File: src/rtl/mips_pkg.sv
// Shared definitions for the 5-stage MIPS pipeline.
// Holds the datapath widths, the NOP encoding, the default reset PC and
// the IF/ID pipeline-register record that the ID stage also consumes.
package mips_pkg;

    localparam int          ADDR_W   = 32;
    localparam int          INSTR_W  = 32;
    localparam logic [31:0] NOP_INSTR = 32'h0000_0000;
    localparam logic [31:0] RESET_PC  = 32'h0000_0000;

    // Contents of the IF/ID pipeline register.
    typedef struct packed {
        logic [INSTR_W-1:0] instr;
        logic [ADDR_W-1:0]  pc_plus4;
        logic               valid;
    } ifid_t;

    // Bubble value loaded on redirect or flush.
    localparam ifid_t IFID_BUBBLE = '{instr: NOP_INSTR, pc_plus4: '0, valid: 1'b0};

endpackage

File: src/rtl/if_stage_pc_ifid_if.sv
// Bus between the instruction-fetch stage and its surroundings
// (hazard unit, ID-stage redirect logic, instruction memory, decode).
//   master : the fetch stage (drives imem_addr, IF/ID outputs, fetch_count)
//   slave  : the environment (drives control, redirect and imem_rdata)
interface if_stage_pc_ifid_if
    import mips_pkg::*;
#(
    parameter int A_W = ADDR_W,
    parameter int I_W = INSTR_W
) ();

    logic           stall;
    logic           flush;
    logic           branch_taken;
    logic [A_W-1:0] branch_target;
    logic           jump;
    logic [25:0]    jump_index;
    logic [A_W-1:0] imem_addr;
    logic [I_W-1:0] imem_rdata;
    logic [I_W-1:0] if_id_instr;
    logic [A_W-1:0] if_id_pc_plus4;
    logic           if_id_valid;
    logic [31:0]    fetch_count;

    modport master (
        input  stall, flush, branch_taken, branch_target, jump, jump_index, imem_rdata,
        output imem_addr, if_id_instr, if_id_pc_plus4, if_id_valid, fetch_count
    );

    modport slave (
        output stall, flush, branch_taken, branch_target, jump, jump_index, imem_rdata,
        input  imem_addr, if_id_instr, if_id_pc_plus4, if_id_valid, fetch_count
    );

endinterface

File: src/rtl/en_reg_async.sv
// Width-parameterised register with enable and asynchronous active-high
// clear to a configurable value.
//   clk   : rising-edge clock
//   clear : asynchronous clear, loads CLEAR_VAL immediately
//   en    : load d on the rising edge when high, otherwise hold
//   d / q : data in / registered data out
module en_reg_async
    import mips_pkg::*;
#(
    parameter int               WIDTH     = ADDR_W,
    parameter logic [WIDTH-1:0] CLEAR_VAL = '0
) (
    input  logic             clk,
    input  logic             clear,
    input  logic             en,
    input  logic [WIDTH-1:0] d,
    output logic [WIDTH-1:0] q
);

    // NOTE: sequential state uses non-blocking assignments so every flop
    // samples pre-edge values regardless of block evaluation order.
    always_ff @(posedge clk or posedge clear) begin
        if (clear) begin
            q <= CLEAR_VAL;
        end else if (en) begin
            q <= d;
        end
    end

endmodule

File: src/rtl/if_stage_pc_ifid.sv
// Instruction-fetch stage: program counter, next-PC selection
// (sequential / branch / jump / stall) and the IF/ID pipeline register.
//   clk   : rising-edge pipeline clock
//   clear : asynchronous active-high reset of PC, IF/ID and fetch_count
//   bus   : master side of if_stage_pc_ifid_if
//           inputs  stall, flush, branch_taken, branch_target, jump,
//                   jump_index, imem_rdata
//           outputs imem_addr (= PC), if_id_instr, if_id_pc_plus4,
//                   if_id_valid, fetch_count
module if_stage_pc_ifid
    import mips_pkg::*;
#(
    parameter int               ADDR_W   = mips_pkg::ADDR_W,
    parameter int               INSTR_W  = mips_pkg::INSTR_W,
    parameter logic [ADDR_W-1:0] RESET_PC = mips_pkg::RESET_PC
) (
    input  logic               clk,
    input  logic               clear,
    if_stage_pc_ifid_if.master bus
);

    logic [ADDR_W-1:0] pc_d, pc_q;
    logic              pc_en;
    logic [ADDR_W-1:0] pc_plus4;
    logic [ADDR_W-1:0] jump_target;
    logic [ADDR_W-1:0] branch_aligned;
    logic              redirect;

    ifid_t             ifid_d, ifid_q;
    logic              bubble;
    logic              accept;
    logic              ifid_en;

    logic [31:0]       fetch_count_d, fetch_count_q;

    // ---------------- next-PC selection ----------------
    assign redirect       = bus.branch_taken | bus.jump;
    assign pc_plus4       = pc_q + ADDR_W'(4);
    // Jump region comes from the IF-stage PC+4, matching branch-in-ID timing.
    assign jump_target    = {pc_plus4[ADDR_W-1:28], bus.jump_index, 2'b00};
    assign branch_aligned = bus.branch_target & ~ADDR_W'(3);

    // NOTE: every always_comb output gets a default first so no path can
    // leave it unassigned and infer a latch.
    always_comb begin
        pc_d = pc_plus4;
        if (bus.branch_taken) begin
            pc_d = branch_aligned;
        end else if (bus.jump) begin
            pc_d = jump_target;
        end else if (bus.stall) begin
            pc_d = pc_q;
        end
    end

    // A redirect must never be swallowed by a stall.
    assign pc_en = ~bus.stall | redirect;

    en_reg_async #(.WIDTH(ADDR_W), .CLEAR_VAL(RESET_PC)) u_pc_reg (
        .clk   (clk),
        .clear (clear),
        .en    (pc_en),
        .d     (pc_d),
        .q     (pc_q)
    );

    // ---------------- IF/ID register ----------------
    // flush with stall still squashes: that is the load-use bubble.
    assign bubble  = redirect | bus.flush;
    assign accept  = ~bubble & ~bus.stall;
    assign ifid_en = bubble | accept;

    always_comb begin
        ifid_d = IFID_BUBBLE;
        if (accept) begin
            ifid_d.instr    = bus.imem_rdata;
            ifid_d.pc_plus4 = pc_plus4;
            ifid_d.valid    = 1'b1;
        end
    end

    en_reg_async #(.WIDTH(INSTR_W), .CLEAR_VAL(NOP_INSTR)) u_instr_reg (
        .clk   (clk),
        .clear (clear),
        .en    (ifid_en),
        .d     (ifid_d.instr),
        .q     (ifid_q.instr)
    );

    en_reg_async #(.WIDTH(ADDR_W), .CLEAR_VAL('0)) u_pc_plus4_reg (
        .clk   (clk),
        .clear (clear),
        .en    (ifid_en),
        .d     (ifid_d.pc_plus4),
        .q     (ifid_q.pc_plus4)
    );

    en_reg_async #(.WIDTH(1), .CLEAR_VAL(1'b0)) u_valid_reg (
        .clk   (clk),
        .clear (clear),
        .en    (ifid_en),
        .d     (ifid_d.valid),
        .q     (ifid_q.valid)
    );

    // ---------------- fetch counter ----------------
    // Saturates instead of wrapping.
    assign fetch_count_d = (fetch_count_q == '1) ? fetch_count_q : fetch_count_q + 32'd1;

    en_reg_async #(.WIDTH(32), .CLEAR_VAL('0)) u_fetch_count_reg (
        .clk   (clk),
        .clear (clear),
        .en    (accept),
        .d     (fetch_count_d),
        .q     (fetch_count_q)
    );

    // ---------------- outputs ----------------
    assign bus.imem_addr      = pc_q;
    assign bus.if_id_instr    = ifid_q.instr;
    assign bus.if_id_pc_plus4 = ifid_q.pc_plus4;
    assign bus.if_id_valid    = ifid_q.valid;
    assign bus.fetch_count    = fetch_count_q;

endmodule

File: src/flat_wrapper.sv
// flat-port wrapper written by rule: the top's interface ports become plain ports
module if_stage_pc_ifid_flat import mips_pkg::*;
#(
    parameter int               ADDR_W   = mips_pkg::ADDR_W,
    parameter int               INSTR_W  = mips_pkg::INSTR_W,
    parameter logic [ADDR_W-1:0] RESET_PC = mips_pkg::RESET_PC
)
  (clk, clear, bus_stall, bus_flush, bus_branch_taken, bus_branch_target, bus_jump, bus_jump_index, bus_imem_rdata, bus_imem_addr, bus_if_id_instr, bus_if_id_pc_plus4, bus_if_id_valid, bus_fetch_count);
  if_stage_pc_ifid_if bus_i ();
  input  logic clk;
  input  logic clear;
  input wire logic [$bits(bus_i.stall)-1:0] bus_stall;
  input wire logic [$bits(bus_i.flush)-1:0] bus_flush;
  input wire logic [$bits(bus_i.branch_taken)-1:0] bus_branch_taken;
  input wire logic [$bits(bus_i.branch_target)-1:0] bus_branch_target;
  input wire logic [$bits(bus_i.jump)-1:0] bus_jump;
  input wire logic [$bits(bus_i.jump_index)-1:0] bus_jump_index;
  input wire logic [$bits(bus_i.imem_rdata)-1:0] bus_imem_rdata;
  output wire logic [$bits(bus_i.imem_addr)-1:0] bus_imem_addr;
  output wire logic [$bits(bus_i.if_id_instr)-1:0] bus_if_id_instr;
  output wire logic [$bits(bus_i.if_id_pc_plus4)-1:0] bus_if_id_pc_plus4;
  output wire logic [$bits(bus_i.if_id_valid)-1:0] bus_if_id_valid;
  output wire logic [$bits(bus_i.fetch_count)-1:0] bus_fetch_count;
  assign bus_i.stall = bus_stall;
  assign bus_i.flush = bus_flush;
  assign bus_i.branch_taken = bus_branch_taken;
  assign bus_i.branch_target = bus_branch_target;
  assign bus_i.jump = bus_jump;
  assign bus_i.jump_index = bus_jump_index;
  assign bus_i.imem_rdata = bus_imem_rdata;
  assign bus_imem_addr = bus_i.imem_addr;
  assign bus_if_id_instr = bus_i.if_id_instr;
  assign bus_if_id_pc_plus4 = bus_i.if_id_pc_plus4;
  assign bus_if_id_valid = bus_i.if_id_valid;
  assign bus_fetch_count = bus_i.fetch_count;
  if_stage_pc_ifid #(.ADDR_W(ADDR_W), .INSTR_W(INSTR_W), .RESET_PC(RESET_PC)) u_core (.clk(clk), .clear(clear), .bus(bus_i));
endmodule
File: config.mk
export PLATFORM = sky130hd
export DESIGN_NAME = if_stage_pc_ifid_flat
export DESIGN_NICKNAME = d
export VERILOG_FILES = /design/src/rtl/mips_pkg.sv /design/src/rtl/if_stage_pc_ifid_if.sv /design/src/rtl/en_reg_async.sv /design/src/rtl/if_stage_pc_ifid.sv /design/src/flat_wrapper.sv
export SDC_FILE = /design/constraint.sdc
export NUM_CORES = 1
export LEC_CHECK = 0
export BUFFER_PORTS_ARGS = -buffer_cell sky130_fd_sc_hd__buf_4
export CAP_MARGIN = 40
export CORE_MARGIN = 1.5
export CORE_UTILIZATION = 50
export DETAILED_ROUTE_END_ITERATION = 6
export HOLD_SLACK_MARGIN = 0.15
export PLACE_DENSITY = 0.77
export SLEW_MARGIN = 20
export SYNTH_ARGS = -nofsm -noshare
export SYNTH_HDL_FRONTEND = slang
export SYNTH_HIERARCHICAL = 1
export SYNTH_SLANG_ARGS = --single-unit
export TNS_END_PERCENT = 10
File: constraint.sdc
create_clock -name clk -period 7.2 [get_ports clk]
set_clock_uncertainty 0.05 [all_clocks]
set_input_delay 0.72 -clock clk [delete_from_list [all_inputs] [get_ports clk]]
set_output_delay 0.72 -clock clk [all_outputs]
set_load 0.02 [all_outputs]
==> results.md, run 1 <==
- Status: finished, final reports clean
- Hold_ws: 0.455 ns
- Vias per cell: 5.40
- Synth Warn #: 6
- WL final: 20600 um
- Gpl congestion: 0.817
- Mapped Nets: 819
- GRT Util Overall: 24.6%
- Synth top cells by count: dfrtp_1 (129), mux2_4 (121), nand2_1 (66)
- Arrival @ worst endpoint: 3.43 ns
- Most frequent cell after synthesis: dfrtp_1
- Post-Syn Area: 8040 um^2
- DR WL/cell: 17.8 um
- Seq pwr share: 40.0%
- H-tree levels: 4
- FFs w/ async S/R, synth: 100%
- #FFs+latches synth: 129
- Worst Path Required: 7.45 ns
- Worst-path fanout max: 55
- Longest Clk Path Bufs: 2
- Crit path kind: in -> reg
- Die Height: 130 um
- P per Cell Area: 202 nW/um^2
- Measured slew at the worst slew-check pin: 0.740 ns
- Final instance area: 10300 um^2
- Final hold violations: 0
- Die X: 130 um
- CTS Sinks: 129
- I/O pin cnt: 225
- Rows: 46
- Peak VDD IR: 157 uV
- Post-synth EDFFs: 0
- Resized cells post-CTS: 0
- Worst min-delay path category: reg -> reg
- Rel. slew slack: 50.7%
- CTS Buf Count: 17
- RSZ-0062 raised after global routing: no
- Placed instance area: 9670 um^2
- Synthesis-to-finish area growth: 27.9%
- Crit start category: input port
- Sw frac: 27.7%
- Yosys cell types: 46
- Initial antenna violation count: 0
- Fin nets: 1026
- Post-layout min period: 3.18 ns
- Overflow after GRT: 0
- Post-route DRC: 0
- Leading area contributor after synthesis: dfrtp_1
- Pre-antenna DRT Iters: 5
- Clk pwr share: 42.3%
- Share of post-route cells with drive strength above 1: 44.0%
- Max_cap viols: 0
- Comb pwr share: 17.7%
- Root Driver: clkbuf_16
- Synth Instances: 721
- Worst skew pair latency: 0.42 ns
- Area share of the largest cell type after synthesis: 40.1%
- CTS tree: done
- Final Util: 65.0%
- Ranking of synthesized cells by area: dfrtp_1 (40%), mux2_4 (23%), xnor2_1 (4.2%), and2_1 (3.1%), nand2_1 (3.1%)
- Peak Freq: 315 MHz
- Mapped Avg Cell Area: 11.2 um^2
- Initial core utilization: 50.8%
- Leakage: 0.00510 uW
- Setup TNS: 0 ns
- Core area: 15800 um^2
- Initial DRC count: 298
- Routed Antenna Nets: 0
- Top FF cell, synth: dfrtp_1
- Final setup vio count: 0
- CP endpoint kind: flop
- Clk slew on worst S/H paths: 0.05 ns
- DP HPWL: 14100 um
- Fin. max-slew vios: 0
- NetSw: 575 uW
- Internal Dissipation: 1500 uW
- Diode count: 0
- Port Buffers: 222
- Via count: 6244
- Final period utilization: 44.1%
- Seq/Total Area, Yosys: 40.1%
- Largest net degree at the start of global routing: 56
- First-pass GRT wire length: 32300 um
- Vias in the first global route: 6269
- Die area: 16900 um^2
cells by family (layout without fill, tap and decap cells):
kind of cell,count (synthesis),after routing,share of synthesized area (%)
adders and majority gates,2,2,0.311
buffers and inverters,57,277,5.52
DFF,129,129,40.1
muxes,135,135,24.5
xor gates and xnor gates,61,61,6.64
and+or+nand+nor,261,261,17.2
AOI/OAI and AO/OA,76,76,5.69
critical path, cell delays in order:
cell	delay [ns]
buf_4	0.26
or3_1	0.72
or2_1	0.36
inv_2	0.31
buf_4	0.61
mux2_2	0.40
cell type report:
cell class              instances  area [um^2]
repair buffers                234         1770
well taps                     216          270
clock buffers                  18          439
fillers                      1276         5540
flip-flops and latches        129         3230
clock inverters                14          164
multi-input cells             535         4380
inverters                      11         41.3
sequential cells by signal (all words and copies together), names as in the netlist:
name                        count
u_core/u_fetch_count_reg/q     32
u_core/u_instr_reg/q           32
u_core/u_pc_plus4_reg/q        32
u_core/u_pc_reg/q              32
u_core/u_valid_reg/q            1
through the flow:
step | setup WS, ns | std cells | power [uW]
floorplan | 4.40 | 721 | 1070
global placement | 3.59 | 1121 | 1200
detailed placement | 3.61 | 1122 | 1210
CTS | 4.04 | 1155 | 2100
global route | 3.90 | 1157 | 2160
finish | 4.02 | 1157 | 2080
power groups by stage:
stage	Combinational (uW)	Clock (uW)	Sequential, uW
final	368	878	831
after CTS	370	899	831
after global placement	360	0	842
after floorplan	194	0	872
after detailed placement	368	0	844
after global routing	397	926	841
what timing repair did:
item                      4_1_cts  5_1_grt
setup buffers                   0        0
hold endpoints to repair        1        0
hold buffers                    1        0
layer usage:
layer,vias up,global-route usage [%],share of wire [%],routed length [um]
li1,2941,-,-,-
met5,-,0,0,0
met4,0,9.22,2.2,460
met3,36,6.19,6.4,1310
met1,3051,31.6,44,9060
met2,216,40.3,47,9770
worst paths after layout:
check	startpoint	endpoint	slack, ns	cells past startpoint
max in group asynchronous	clear	u_core/u_pc_plus4_reg/q[0]$_DFFE_PP0P_	5.59	4
min in group asynchronous	clear	u_core/u_valid_reg/q$_DFFE_PP0P_	0.73	3
setup / recovery	bus_jump	u_core/u_fetch_count_reg/q[11]$_DFFE_PP0P_	4.02	6
setup reg to reg	u_core/u_fetch_count_reg/q[0]$_DFFE_PP0P_	u_core/u_fetch_count_reg/q[1]$_DFFE_PP0P_	4.22	6
hold reg to reg	u_core/u_instr_reg/q[12]$_DFFE_PP0P_	u_core/u_instr_reg/q[12]$_DFFE_PP0P_	0.45	1
hold / removal	u_core/u_instr_reg/q[12]$_DFFE_PP0P_	u_core/u_instr_reg/q[12]$_DFFE_PP0P_	0.45	1
layout by cell type (no fill, tap or decap), types with 17 or more instances in the layout:
master     count
nor2_1        54
nand4_1       22
a21oi_1       35
xor2_1        22
buf_4        230
mux2_4       121
dfrtp_1      129
xnor2_1       39
nand3_1       22
and2_1        40
nand2_1       66
clkbuf_16     17
Power figures use the tool's default switching activity.
==> inputs of run 2 (changes only) <==
CORE_UTILIZATION = 48   (was 50)
clock period = 2.65 ns   (was 7.2 ns; I/O delays follow)
==> run 2 against run 1 <==
  * Clock power rose to 3.1 times the previous value
  * Total power rose to 2.9 times the previous value
  * First-iteration DRC count grew 42%
  * Sequential cell count stayed put
  * Sequential share of layout area fell by 2.1 points
  * Register-to-register slack got worse by 4.1 ns
  * Critical path depth is 1 higher
  * Count of clock-buffer cells in the layout up 1
  * Final cell count up 5.9%
  * Die area grew 4.1%
  * Largest power group unchanged
==> results.md, run 2 (synthesis results as in run 1) <==
- Final setup vio count: 0 (unchanged)
- Final hold violations: 0 (unchanged)
- P per Cell Area: 549 nW/um^2 (was 202 nW/um^2)
- Leakage: 0.00543 uW (was 0.00510 uW)
- CTS Sinks: 129 (unchanged)
- DR WL/cell: 18.5 um (was 17.8 um)
- CTS Buf Count: 17 (unchanged)
- Max_cap viols: 0 (unchanged)
- Crit path kind: reg -> reg (was in -> reg)
- Final period utilization: 93.8%
- Crit start category: flop (was input port)
- Share of post-route cells with drive strength above 1: 43.7% (was 44.0%)
- Vias per cell: 5.42 (was 5.40)
- Initial core utilization: 48.9% (was 50.8%)
- R2R setup slack: 0.16 ns (was 4.22 ns)
- Initial antenna violation count: 0 (unchanged)
- Pre-antenna DRT Iters: 5 (unchanged)
- Vias in the first global route: 6904 (was 6269)
- M1 WL: 9520 um (was 9060 um)
- GRT Util Overall: 26.5% (was 24.6%)
- Peak Freq: 402 MHz
- Arrival @ worst endpoint: 2.74 ns (was 3.43 ns)
- Peak VDD IR: 398 uV (was 157 uV)
- Worst-path fanout max: 6 (was 55)
- Initial DRC count: 422 (was 298)
- Setup TNS: 0 ns (unchanged)
- Routed Antenna Nets: 0 (unchanged)
- Met3 WL: 1610 um (was 1310 um)
- Die area: 17500 um^2 (was 16900 um^2)
- Met2 wire len: 11200 um (was 9770 um)
- FF-to-FF path depth: 7 (was 6)
- I/O pin cnt: 225 (unchanged)
- Core area: 16500 um^2 (was 15800 um^2)
- Gpl congestion: 0.839 (was 0.817)
- Worst skew pair latency: 0.42 ns (about the same)
- Commonest non-fill, non-tap cell in the layout: buf_4 (unchanged)
- Status: finished, final reports clean (unchanged)
- Post-route DRC: 0 (unchanged)
- Via count: 6645 (was 6244)
- Diode count: 0 (unchanged)
- WHS Endpoint: u_core/u_pc_reg/q[20]$_DFFE_PP0P_ (was u_core/u_instr_reg/q[12]$_DFFE_PP0P_)
- CTS tree: done (unchanged)
- Fin nets: 1090 (was 1026)
- Overflow after GRT: 0 (unchanged)
- Non-filler cells, final: 1225 (was 1157)
- Placed Cells: 1153 (was 1122)
- Root Driver: clkbuf_16 (unchanged)
- Die X: 132 um (was 130 um)
- R2r endpoint: u_core/u_fetch_count_reg/q[20]$_DFFE_PP0P_ (was u_core/u_fetch_count_reg/q[1]$_DFFE_PP0P_)
- Worst reg2reg startpoint: u_core/u_fetch_count_reg/q[0]$_DFFE_PP0P_ (unchanged)
- Clk slew on worst S/H paths: 0.06 ns (was 0.05 ns)
- Longest Clk Path Bufs: 2 (unchanged)
- DP HPWL: 15600 um (was 14100 um)
- First-pass GRT wire length: 36600 um (was 32300 um)
- Top Layer Used: met4 (unchanged)
- Post-CTS setup buffers: 0 (unchanged)
- Post-layout min period: 2.49 ns
- Hold path start: bus_branch_target[20] (was u_core/u_instr_reg/q[12]$_DFFE_PP0P_)
- WL final: 22700 um (was 20600 um)
- Die Height: 132 um (was 130 um)
- Most frequent cells in the layout: buf_4 (251), dfrtp_1 (129), mux2_4 (121), nand2_1 (66), nor2_1 (54) (was buf_4 (230), dfrtp_1 (129), mux2_4 (121), nand2_1 (66), nor2_1 (54))
- Rows: 47 (was 46)
- RSZ-0062 raised after global routing: no (unchanged)
- Fin. max-slew vios: 0 (unchanged)
- Worst min-delay path category: in -> reg (was reg -> reg)
- Largest net degree at the start of global routing: 44 (was 56)
- Worst Path Required: 2.90 ns (was 7.45 ns)
- H-tree levels: 4 (unchanged)
- CP endpoint kind: flop (unchanged)
- Port Buffers: 222 (unchanged)
- Rel. slew slack: 65.0% (was 50.7%)
- Worst Hold Depth: 4 (was 1)
- Synthesis-to-finish area growth: 37.0% (was 27.9%)
- Measured slew at the worst slew-check pin: 0.523 ns (was 0.740 ns)
run 2: worst max-delay path by stage:
stage | from | slack (ns) | depth (start not counted) | endpoint
6_report | u_core/u_fetch_count_reg/q[0]$_DFFE_PP0P_ | 0.16 | 7 | u_core/u_fetch_count_reg/q[20]$_DFFE_PP0P_
5_1_grt | u_core/u_fetch_count_reg/q[1]$_DFFE_PP0P_ | 0.02 | 7 | u_core/u_fetch_count_reg/q[26]$_DFFE_PP0P_
4_1_cts | u_core/u_pc_reg/q[13]$_DFFE_PP0P_ | 0.06 | 6 | u_core/u_pc_reg/q[17]$_DFFE_PP0P_
3_5_place_dp | u_core/u_pc_reg/q[13]$_DFFE_PP0P_ | 0.09 | 6 | u_core/u_pc_reg/q[17]$_DFFE_PP0P_
3_3_place_gp | u_core/u_pc_reg/q[13]$_DFFE_PP0P_ | 0.19 | 6 | u_core/u_pc_reg/q[17]$_DFFE_PP0P_
2_1_floorplan | u_core/u_pc_reg/q[11]$_DFFE_PP0P_ | 0.17 | 8 | u_core/u_pc_reg/q[17]$_DFFE_PP0P_
run 2: what timing repair did:
item / in CTS / in global routing
hold buffers: 40 / 0
gates resized for setup: 0 / 1
endpoints found under the hold margin: 130 / 0
setup endpoints to repair: 0 / 1
run 2: layout make-up:
| class | count | area [um^2] |
|---|---|---|
| multi-input combinational | 535 | 4380 |
| tap | 220 | 275 |
| clock buffer | 19 | 443 |
| fill | 1298 | 5440 |
| sequential | 129 | 3230 |
| timing repair buffer | 298 | 2420 |
| clock inverter | 13 | 233 |
| inverter | 11 | 41.3 |
run 2: critical path: stages (launching register included):
cell,delay (ns)
dfrtp_1,0.45
ha_1,0.24
nand3_1,0.14
or3_1,0.46
nor3b_2,0.43
nand3_1,0.17
xnor2_1,0.16
mux2_4,0.26
run 2: stage by stage:
| stage | power (uW) | utilization [%] | worst slack [ns] | instance area (um^2) | hold WS (ns) |
|---|---|---|---|---|---|
| after floorplan | 2900 | - | 0.167 | 8040 | -0.0563 |
| after global placement | 3300 | 60.3 | 0.192 | 9930 | 0.0955 |
| after detailed placement | 3340 | 60.4 | 0.0859 | 9940 | 0.0965 |
| after CTS | 6090 | 66.9 | 0.0603 | 11000 | 0.151 |
| after global routing | 6270 | 66.9 | 0.0237 | 11000 | 0.160 |
| final | 6050 | 66.9 | 0.165 | 11000 | 0.165 |
run 2: power breakdown:
group / internal [uW] / total (uW) / switching [uW]
clock: 1790 / 2690 / 900
sequential: 2070 / 2240 / 170
combinational: 578 / 1120 / 538
total: 4440 / 6050 / 1610
run 2: per-layer routing:
layer  global-route usage [%]  up-vias
met5                        0        -
met4                     8.49        0
met3                     6.63       28
met2                     44.6      258
met1                     33.5     3286
li1                         -     3073
==> inputs of run 3 (changes only) <==
--- a/constraint.sdc
+++ b/constraint.sdc
@@ -4,2 +4,2 @@
 set_output_delay 0.265 -clock clk [all_outputs]
-set_load 0.02 [all_outputs]
+set_load 0.1 [all_outputs]
==> run 3 against run 2 <==
  * Combinational power is 54% higher
  * Non-clock buffer count decreased by 3
  * Worst setup slack gained 0.043 ns
  * Sequential cell count is the same
  * Maximum frequency grew 1.7%
  * Largest cell class unchanged
  * Global-route usage is 0.32 points lower
  * Highest routed layer unchanged
  * Wire length is 1.7% lower
  * Via count decreased by 1.1%
  * Sequential share of layout area up 0.87 points
  * Count of clock-buffer cells in the layout shrank 1
  * Core utilization fell by 0.77 points
==> results.md, run 3 (synthesis results as in run 1) <==
- Status: finished, final reports clean (unchanged)
- Via count: 6575 (was 6645)
- Initial core utilization: 48.9% (unchanged)
- Max_cap viols: 0 (unchanged)
- Peak VDD IR: 440 uV (was 398 uV)
- CP endpoint kind: flop (unchanged)
- Root Driver: clkbuf_16 (unchanged)
- Worst Hold Depth: 3 (was 4)
- Crit-path cells: ha_1, nand3_1, or3_1, nor3b_2, nand3_1, xnor2_1, mux2_4 (unchanged)
- P per Cell Area: 570 nW/um^2 (was 549 nW/um^2)
- RSZ-0062 raised after global routing: no (unchanged)
- H-tree levels: 4 (unchanged)
- Rel. slew slack: 58.4% (was 65.0%)
- Fill cells: 1268 (was 1298)
- Overflow after GRT: 0 (unchanged)
- Port Buffers: 222 (unchanged)
- Internal Dissipation: 3960 uW (was 4440 uW)
- Most frequent cells in the layout: buf_4 (247), mux2_4 (121), dfrtp_1 (89), nand2_1 (66), nor2_1 (54) (was buf_4 (251), dfrtp_1 (129), mux2_4 (121), nand2_1 (66), nor2_1 (54))
- GRT Util Overall: 26.2% (was 26.5%)
- Final instance area: 10900 um^2 (was 11000 um^2)
- Worst Path Required: 2.90 ns (about the same)
- Leakage: 0.00529 uW (was 0.00543 uW)
- Peak Freq: 409 MHz (was 402 MHz)
- I/O pin cnt: 225 (unchanged)
- Clk pwr share: 35.6% (was 44.5%)
- R2r endpoint: u_core/u_fetch_count_reg/q[20]$_DFFE_PP0P_ (unchanged)
- Initial antenna violation count: 0 (unchanged)
- Most used cell, CP: nand3_1 (unchanged)
- Crit start category: flop (unchanged)
- CTS Sinks: 129 (unchanged)
- Arrival @ worst endpoint: 2.70 ns (was 2.74 ns)
- Placed Cells: 1144 (was 1153)
- WL final: 22300 um (was 22700 um)
- CTS tree: done (unchanged)
- Worst-path fanout max: 6 (unchanged)
- Crit path kind: reg -> reg (unchanged)
- Fin. max-slew vios: 0 (unchanged)
- Placed instance area: 9880 um^2 (was 9940 um^2)
- Core area: 16500 um^2 (unchanged)
- Rows: 47 (unchanged)
- Total power: 6220 uW (was 6050 uW)
- Diode count: 0 (unchanged)
- CTS Buf Count: 17 (unchanged)
- Sw frac: 36.2% (was 26.6%)
- Max stage delay cell, worst path: or3_1 (unchanged)
- First-pass GRT wire length: 36300 um (was 36600 um)
- Final hold violations: 0 (unchanged)
- Seq pwr share: 36.6% (was 37.1%)
- Worst min-delay path category: in -> reg (unchanged)
- Die area: 17500 um^2 (unchanged)
- Gpl congestion: 0.836 (was 0.839)
- Final Util: 66.2% (was 66.9%)
- Commonest non-fill, non-tap cell in the layout: buf_4 (unchanged)
- Largest net degree at the start of global routing: 46 (was 44)
- Post-CTS setup buffers: 0 (unchanged)
- Worst reg2reg startpoint: u_core/u_fetch_count_reg/q[0]$_DFFE_PP0P_ (unchanged)
- DR WL/cell: 18.3 um (was 18.5 um)
- Initial DRC count: 368 (was 422)
- Longest Clk Path Bufs: 2 (unchanged)
- R2R setup slack: 0.21 ns (was 0.16 ns)
- Comb pwr share: 27.8% (was 18.4%)
- Non-filler cells, final: 1222 (was 1225)
- WHS Endpoint: u_core/u_instr_reg/q[12]$_DFFE_PP0P_ (was u_core/u_pc_reg/q[20]$_DFFE_PP0P_)
- Worst skew pair latency: 0.43 ns (was 0.42 ns)
- Die Height: 132 um (unchanged)
- Post-layout min period: 2.44 ns (was 2.49 ns)
- Die X: 132 um (unchanged)
- Hold path start: bus_imem_rdata[12] (was bus_branch_target[20])
- NetSw: 2250 uW (was 1610 uW)
- Post-route DRC: 0 (unchanged)
- Final setup vio count: 0 (unchanged)
- Vias in the first global route: 6770 (was 6904)
- Crit path largest cell delay: 0.45 ns (was 0.46 ns)
- Measured slew at the worst slew-check pin: 0.624 ns (was 0.523 ns)
- Pre-antenna DRT Iters: 6 (was 5)
- Share of post-route cells with drive strength above 1: 47.0% (was 43.7%)
- Routed Antenna Nets: 0 (unchanged)
- FF-to-FF path depth: 7 (unchanged)
- Hold_ws: 0.161 ns (was 0.165 ns)
- DP HPWL: 14800 um (was 15600 um)
- Vias per cell: 5.38 (was 5.42)
- Fin nets: 1087 (was 1090)
- Final period utilization: 92.2% (was 93.8%)
- Clk slew on worst S/H paths: 0.06 ns (about the same)
- Synthesis-to-finish area growth: 35.5% (was 37.0%)
[run 3: timing repair]
action | CTS | global route
endpoints found under the hold margin | 132 | 0
hold buffers | 46 | 0
setup endpoints to repair | 0 | 1
resized for setup | 0 | 1
[run 3: how the worst max path moves through the flow]
stage,startpoint,end,slack (ns),cells after the start
floorplan,u_core/u_fetch_count_reg/q[23]$_DFFE_PP0P_,u_core/u_fetch_count_reg/q[27]$_DFFE_PP0P_,-0.009,7
global placement,u_core/u_pc_reg/q[11]$_DFFE_PP0P_,u_core/u_pc_reg/q[17]$_DFFE_PP0P_,0.18,6
detailed placement,u_core/u_pc_reg/q[11]$_DFFE_PP0P_,u_core/u_pc_reg/q[17]$_DFFE_PP0P_,0.11,6
CTS,u_core/u_pc_reg/q[11]$_DFFE_PP0P_,u_core/u_pc_reg/q[17]$_DFFE_PP0P_,0.08,6
global route,u_core/u_fetch_count_reg/q[0]$_DFFE_PP0P_,u_core/u_fetch_count_reg/q[20]$_DFFE_PP0P_,0.06,7
finish,u_core/u_fetch_count_reg/q[0]$_DFFE_PP0P_,u_core/u_fetch_count_reg/q[20]$_DFFE_PP0P_,0.21,7
[run 3: worst max-delay path: cells and delay by family, from the launching register on]
kind | cells | cell delay [ns]
xor gates and xnor gates | 1 | 0.17
adders and majority gates | 1 | 0.21
DFF | 1 | 0.42
muxes | 1 | 0.26
and+or+nand+nor | 4 | 1.22
[run 3: layer usage]
| metal | wire length (um) | track usage [%] | vias to the layer above |
|---|---|---|---|
| met2 | 10800 | 43.7 | 257 |
| met1 | 9540 | 32.8 | 3219 |
| met4 | 458 | 8.73 | 0 |
| met5 | 0 | 0 | - |
| met3 | 1520 | 7.20 | 30 |
| li1 | - | - | 3069 |
[run 3: area by class of cell]
| type | count | area (um^2) | share of cell area [%] |
|---|---|---|---|
| inverter | 11 | 41.3 | 0.379 |
| timing repair buffer | 295 | 2350 | 21.6 |
| tap | 220 | 275 | 2.53 |
| sequential | 129 | 3290 | 30.2 |
| clock buffer | 18 | 439 | 4.03 |
| multi-input combinational | 535 | 4380 | 40.2 |
| clock inverter | 14 | 118 | 1.08 |
[run 3: power by group through the flow]
| stage | Combinational (uW) | Sequential, uW | Clock [uW] |
|---|---|---|---|
| after floorplan | 530 | 3010 | 0 |
| after global placement | 1650 | 2300 | 0 |
| after detailed placement | 1670 | 2310 | 0 |
| after CTS | 1730 | 2270 | 2260 |
| after global routing | 1810 | 2290 | 2340 |
| final | 1730 | 2280 | 2210 |
[run 3: through the flow]
step	worst slack (ns)	TNS, ns
5_1_grt	0.0574	0
4_1_cts	0.0839	0
6_report	0.207	0
3_5_place_dp	0.107	0
3_3_place_gp	0.184	0
2_1_floorplan	-0.00919	-0.0154
